--- config.mk ---
export PLATFORM = sky130hd
export DESIGN_NAME = serial_subtractor
export DESIGN_NICKNAME = d
export VERILOG_FILES = /design/src/rtl/subtractor_pkg.sv /design/src/rtl/full_subtractor.sv /design/src/rtl/serial_subtractor.sv
export SDC_FILE = /design/constraint.sdc
export NUM_CORES = 1
export LEC_CHECK = 0
export CAP_MARGIN = 20
export CELL_PAD_IN_SITES_DETAIL_PLACEMENT = 1
export CELL_PAD_IN_SITES_GLOBAL_PLACEMENT = 2
export CORE_MARGIN = 5
export CORE_UTILIZATION = 33
export DETAILED_ROUTE_END_ITERATION = 7
export PLACE_DENSITY = 0.86
export REMOVE_ABC_BUFFERS = 1
export SLEW_MARGIN = 30
export SYNTH_ARGS = -nofsm -noshare
export SYNTH_HDL_FRONTEND = slang
export SYNTH_SLANG_ARGS = --single-unit
--- constraint.sdc ---
create_clock -name clk -period 3.8 [get_ports clk]
set_input_delay 0.76 -clock clk [delete_from_list [all_inputs] [get_ports clk]]
set_output_delay 0.76 -clock clk [all_outputs]
set_load 0.02 [all_outputs]
--- src/rtl/subtractor_pkg.sv ---
// -----------------------------------------------------------------------------
// subtractor_pkg
// Shared definitions for the bit-serial subtractor:
//   - FSM state encoding (ST_IDLE / ST_RUN / ST_DONE; code 2'd3 falls back to idle)
//   - typed state enum built on that encoding
//   - signed-overflow helper applied to the final result bit
// Bit-cell reference (implemented structurally in full_subtractor):
//   diff = a ^ b ^ bin
//   bout = (~a & b) | (~(a ^ b) & bin)
// -----------------------------------------------------------------------------
package subtractor_pkg;

    localparam logic [1:0] ST_IDLE = 2'd0;
    localparam logic [1:0] ST_RUN  = 2'd1;
    localparam logic [1:0] ST_DONE = 2'd2;

    typedef enum logic [1:0] {
        StIdle = ST_IDLE,
        StRun  = ST_RUN,
        StDone = ST_DONE
    } state_e;

    // Two's complement overflow of a - b: operands differ in sign and the
    // result sign differs from the minuend sign.
    function automatic logic sub_overflow(input logic a_msb, input logic b_msb,
                                          input logic d_msb);
        return (a_msb != b_msb) && (d_msb != a_msb);
    endfunction

endpackage

--- src/rtl/full_subtractor.sv ---
// -----------------------------------------------------------------------------
// full_subtractor
// Purely combinational 1-bit full subtractor built from two half-subtractor
// stages plus an OR of their borrows.
// Ports:
//   a    in   minuend bit
//   b    in   subtrahend bit
//   bin  in   incoming borrow
//   diff out  a - b - bin (difference bit)
//   bout out  outgoing borrow
// -----------------------------------------------------------------------------
module full_subtractor (
    input  logic a,
    input  logic b,
    input  logic bin,
    output logic diff,
    output logic bout
);

    logic hs1_diff;
    logic hs1_bout;
    logic hs2_bout;

    // First half subtractor: a - b
    assign hs1_diff = a ^ b;
    assign hs1_bout = ~a & b;

    // Second half subtractor: (a - b) - bin
    assign diff     = hs1_diff ^ bin;
    assign hs2_bout = ~hs1_diff & bin;

    assign bout     = hs1_bout | hs2_bout;

endmodule

--- src/rtl/serial_subtractor.sv ---
// -----------------------------------------------------------------------------
// serial_subtractor
// Bit-serial subtractor: diff = a - b - borrow_in over WIDTH bits, one bit per
// clock through a single full_subtractor cell, with a start/busy/done handshake.
// Multi-word chains connect borrow_out of the lower word to borrow_in of the
// next.
// Parameters:
//   WIDTH       operand/result width (>= 2)
// Ports:
//   clk         rising-edge clock
//   rst_n       asynchronous active-low reset
//   start       request, sampled only in idle
//   a, b        minuend / subtrahend, captured on accepted start
//   borrow_in   initial borrow, captured on accepted start
//   busy        high while bits are being processed
//   done        one-cycle pulse when results become valid
//   diff        result, held until the next accepted start
//   borrow_out  final borrow (1 = unsigned a < b + borrow_in)
//   overflow    signed overflow of a - b - borrow_in
// -----------------------------------------------------------------------------
module serial_subtractor
    import subtractor_pkg::*;
#(
    parameter int unsigned WIDTH = 8
) (
    input  logic             clk,
    input  logic             rst_n,
    input  logic             start,
    input  logic [WIDTH-1:0] a,
    input  logic [WIDTH-1:0] b,
    input  logic             borrow_in,
    output logic             busy,
    output logic             done,
    output logic [WIDTH-1:0] diff,
    output logic             borrow_out,
    output logic             overflow
);

    localparam int unsigned CW = $clog2(WIDTH + 1);
    localparam logic [CW-1:0] LAST_BIT = CW'(WIDTH - 1);

    state_e           state_q;
    logic [WIDTH-1:0] a_q;
    logic [WIDTH-1:0] b_q;
    logic             br_q;
    logic             a_msb_q;
    logic             b_msb_q;
    logic [CW-1:0]    cnt_q;

    logic cell_diff;
    logic cell_bout;

    full_subtractor u_cell (
        .a    (a_q[0]),
        .b    (b_q[0]),
        .bin  (br_q),
        .diff (cell_diff),
        .bout (cell_bout)
    );

    always_ff @(posedge clk or negedge rst_n) begin
        if (!rst_n) begin
            state_q    <= StIdle;
            a_q        <= '0;
            b_q        <= '0;
            br_q       <= 1'b0;
            a_msb_q    <= 1'b0;
            b_msb_q    <= 1'b0;
            cnt_q      <= '0;
            busy       <= 1'b0;
            done       <= 1'b0;
            diff       <= '0;
            borrow_out <= 1'b0;
            overflow   <= 1'b0;
        end else begin
            unique case (state_q)
                StIdle: begin
                    done <= 1'b0;
                    if (start) begin
                        a_q     <= a;
                        b_q     <= b;
                        br_q    <= borrow_in;
                        // Operand sign bits are kept aside; the shift registers
                        // lose them as bits are consumed.
                        a_msb_q <= a[WIDTH-1];
                        b_msb_q <= b[WIDTH-1];
                        cnt_q   <= '0;
                        busy    <= 1'b1;
                        state_q <= StRun;
                    end
                end

                StRun: begin
                    // LSB first in, so after WIDTH shifts bit 0 sits at diff[0].
                    diff  <= {cell_diff, diff[WIDTH-1:1]};
                    a_q   <= {1'b0, a_q[WIDTH-1:1]};
                    b_q   <= {1'b0, b_q[WIDTH-1:1]};
                    br_q  <= cell_bout;
                    cnt_q <= cnt_q + CW'(1);
                    if (cnt_q == LAST_BIT) begin
                        busy       <= 1'b0;
                        done       <= 1'b1;
                        borrow_out <= cell_bout;
                        overflow   <= sub_overflow(a_msb_q, b_msb_q, cell_diff);
                        state_q    <= StDone;
                    end
                end

                StDone: begin
                    done    <= 1'b0;
                    state_q <= StIdle;
                end

                default: begin
                    busy    <= 1'b0;
                    done    <= 1'b0;
                    state_q <= StIdle;
                end
            endcase
        end
    end

endmodule

---- Word level (Yosys, flattened, before mapping) ----
Cells that the tools add are included.
cells by class
  bitwise gates (word level) .............. 8
  reductions and logical operators ........ 8
  add/sub/neg operators ................... 1
  equality and inequality tests ........... 7
  multiplexer cells ....................... 16
operator list
  cell                 number
  $pmux 8 s2           2
  $mux 8               2
  $pmux 4 s2           1
  $reduce_and 2->1     4
  $mux 1               5
  $add 4x1->4 const B  1
  $eq 4x3->1 const B   1
  $mux 2               2
  $mux 4               1
  $ne 2x2->1 const B   2
  $pmux 2 s2           1
  $not 1->1            3
  $pmux 1 s3           1
  $reduce_and 3->1     1
  $and 1x1->1          2
  $eq 2x1->1 const B   1
  $eq 2x2->1 const B   1
  $logic_not 2->1      1
  $ne 1x1->1           2
  $pmux 1 s2           1
  $reduce_bool 2->1    1
  $xor 1x1->1          2
  $logic_and 1x1->1    1
  $or 1x1->1           1
word-level totals
  output and inout port bits .............. 12
  logic and storage cells ................. 52
  bits of input ports ..................... 20
  bits in registers ....................... 37

---- Logic depth before layout (Yosys ltp) ----
  depth in word-level cells ............... 5
  mapped depth ............................ 5
  mapped depth without buffers ............ 5

---- Hierarchy ----
From an unflattened synthesis, not the netlist that was laid out.
unflattened totals
  cells, all modules ...................... 172
  area, all modules ....................... 1750.4 µm²
modules (own cells, without submodules)
  module             times used  seq. area each (µm²)  area an instance (µm²)  cells an instance
  serial_subtractor  1           925.9                 1719.1                  168
  full_subtractor    1           0.0                   31.3                    4

---- Least setup slack after synthesis ----
Ideal clock, no wire load.
  kind .................................... input to register
  from .................................... in start
  to ...................................... reg a_q[2]
  setup time .............................. 119 ps
  arrival time ............................ 1546 ps
  buffers on the path ..................... 2
  stages on the path ...................... 5
  data required time ...................... 3681 ps
  setup slack ............................. 2135 ps
  cells stage by stage .................... or3b_1 > buf_6 > buf_8 > o22ai_2 > nor2_1
on the way
  longest elaborated chain between the ends .. 2
ends and longest elaborated chain
  what                               line                     source
  from (decl)                        serial_subtractor.sv:28  input logic start,
  $ne 2x2->1 (no source line)        --
  $reduce_and 2->1 (no source line)  --
  to (signal assigned)               serial_subtractor.sv:96  a_q <= {1'b0, a_q[WIDTH-1:1]};
  to (decl)                          serial_subtractor.sv:43  logic [WIDTH-1:0] a_q;
Every way passes these cells.
A chain may end at the register's enable or synchronous reset.

---- Worst setup path after layout ----
  from .................................... in start
  to ...................................... reg a_q[1]
The elaborated chain is that of the path after synthesis.

==> flow_summary.ini <==
[floorplan]
io_pins = 32
die_width_um = 79.17
die_y_um = 79.17
dieArea_mm2 = 0.006268
coreArea_mm2 = 0.004692
initial_core_util = 0.3365
num_rows = 25

[placed_design]
port_buffers = 31
dpl.hpwl_um = 2553
gp_congestion = 0.7523
dp_cells = 236

[clocking]
cts.sinks = 37
cts_tree = built
cts_max_level = 2
postCtsSetupRepairBufs = 0
path_clk_slew_ps = 80
cts_buffer_depth = 2
cts_resized = 0
clock_latency_ps = 290
cts-hold-fix-buffers = 0
cts-root-buf = clkbuf_8
cts_buffers = 5

[cells_and_area]
final_nets = 211
drive_gt1_frac = 0.07895
multiInputGateArea_um2 = 583.1
antenna_cells = 0
fin_util = 0.4245
regArea_um2 = 925.9
finalNonFillerCells = 244
area_growth_pct = 26.15
fillers = 540
final_cell_mix = nand2_1 (37), dfrtp_1 (37), clkdlybuf4s50_1 (30)

[job]
drv_cap = 0

[routing]
drtPass1Iterations = 4
wl_per_cell_um = 14.53
drc = 0
final_antenna_net_count = 0
drtIter0Drc = 33
wirelength_met1_um = 1582
dr_wl_met2_um = 1716
vias = 1216
top_layer = met4
viasPerCell = 4.984
met3_length_um = 213
wirelength_um = 3545

[power]
power_uw = 1696
vdd_drop_max_mv = 0.2478
leakage_uw = 0.0008975
powerDensity_mw_per_mm2 = 851.6

[synthesis]
syn_area_mm2 = 0.001579
synth_seq_cells = 37
synthArstFlopShare = 1.000
synth_edf_count = 0
synthDistinctLibCells = 29
synth_ff_type = dfrtp_1
synth_seq_area_share = 0.5864
avgSynthCellArea_um2 = 10.06
ys_warn_count = 0
synthCells = 157

[timing]
tns_ps = 0
finalMaxSlewViolations = 0
min_period_ps = 2155
fin_crit_sh = 0.5670
final-hold-violation-count = 0
fmax_mhz = 464.1
worstMarginPinSlew_ps = 850.8
slew-limit-headroom = 0.4316
finClkSkew_ps = 10.27
rsz0062_at_grt = false
setup_viol = 0

[critical_path]
crit_slowest_cell = or3b_1
max_stage_delay_ps = 670
cp.arrival_ps = 2330
cp_max_fo = 19
crit_required_ps = 3970
cp-end-kind = flop
start_kind = input pin
crit_type = in -> reg
crit_chain = clkdlybuf4s50_1 > or3b_1 > o22ai_1 > nor2_1

[global_routing]
grt-ovfl-total = 0
grt_pass1_vias = 1399
grt_pass1_wl_um = 6382
antenna_found_initial = 0
grt_util_all_layers = 0.1335
grt_max_degree = 29

[min_path]
hold_path_class = in -> async

[run_status]
outcome = complete, no violations
[final cells by class]
class | instances | share of cell area
Clock buffer | 7 | 0.03832
Sequential cell | 37 | 0.4648
Multi-Input combinational cell | 108 | 0.2927
Clock inverter | 1 | 0.003769
Tap cell | 54 | 0.03392
Timing Repair Buffer | 32 | 0.1570
Inverter | 5 | 0.009422
[flip-flops by register name (all words and copies together), names as in the netlist, 2 cells and up]
register / flops
a_q: 8
b_q: 8
state_q: 2
cnt_q: 4
diff: 8
[path summary, 6_finish.rpt]
kind | startpoint | to | slack (ps) | depth (start not counted)
max | start | a_q[1] | 1650 | 4
min | rst_n | busy | 460 | 1
max reg2reg | state_q[0] | borrow_out | 2070 | 3
min reg2reg | diff[0] | diff[0] | 490 | 2
max in group asynchronous | rst_n | b_q[0] | 2740 | 2
min in group clk | diff[0] | diff[0] | 490 | 2
[cell families (layout without fill, tap and decap cells)]
family / after synthesis / after routing / share of synthesized area
flip-flops: 37 / 37 / 0.5864
adder cells (fa/ha/maj): 2 / 2 / 0.02060
AO/OA/AOI/OAI: 29 / 29 / 0.1363
buffers and inverters: 12 / 45 / 0.04596
multiplexers: 2 / 2 / 0.01268
AND/OR/NAND/NOR: 75 / 75 / 0.1981
[through the flow]
| step | hold WS [ps] | setup slack [ps] | cell area (um^2) |
|---|---|---|---|
| finish | 458.0 | 1645 | 1992 |
| CTS | 465.1 | 1648 | 1992 |
| global route | 491.2 | 1539 | 1992 |
| detailed placement | 478.9 | 1321 | 1908 |
| floorplan | 437.5 | 2062 | 1525 |
| global placement | 453.0 | 1340 | 1911 |
[cell usage after synthesis, types with 2 or more instances]
cell type  count  area [um^2]
buf_2          4        20.02
nor2b_1        2        12.51
o22ai_2        5        62.56
inv_1          5        18.77
nor3b_1        2        15.01
o22ai_1        9        56.30
nand2_1       37        138.9
dfrtp_1       37        925.9
o21ai_0        2        10.01
mux2i_1        2        20.02
nor2_1        28        105.1
a21oi_1        7        35.03
[worst max-delay path: cells and delay by family]
kind / cells / cell delay [ps]
AND/OR/NAND/NOR: 2 / 750
AO/OA/AOI/OAI: 1 / 290
buffers and inverters: 1 / 530
[power by group]
group | leakage [uW] | internal (uW) | switching, uW | total, uW
sequential | 0.000445 | 579 | 126 | 706
clock | 0.0000385 | 130 | 135 | 265
combinational | 0.000414 | 317 | 409 | 726
[layer usage]
| metal | vias to the layer above | GRT usage |
|---|---|---|
| li1 | 589 | - |
| met1 | 586 | 0.1557 |
| met2 | 35 | 0.2222 |
| met3 | 6 | 0.05329 |
| met4 | 0 | 0.04639 |
| met5 | - | 0 |
No activity file was read; power rests on OpenSTA's default activity.
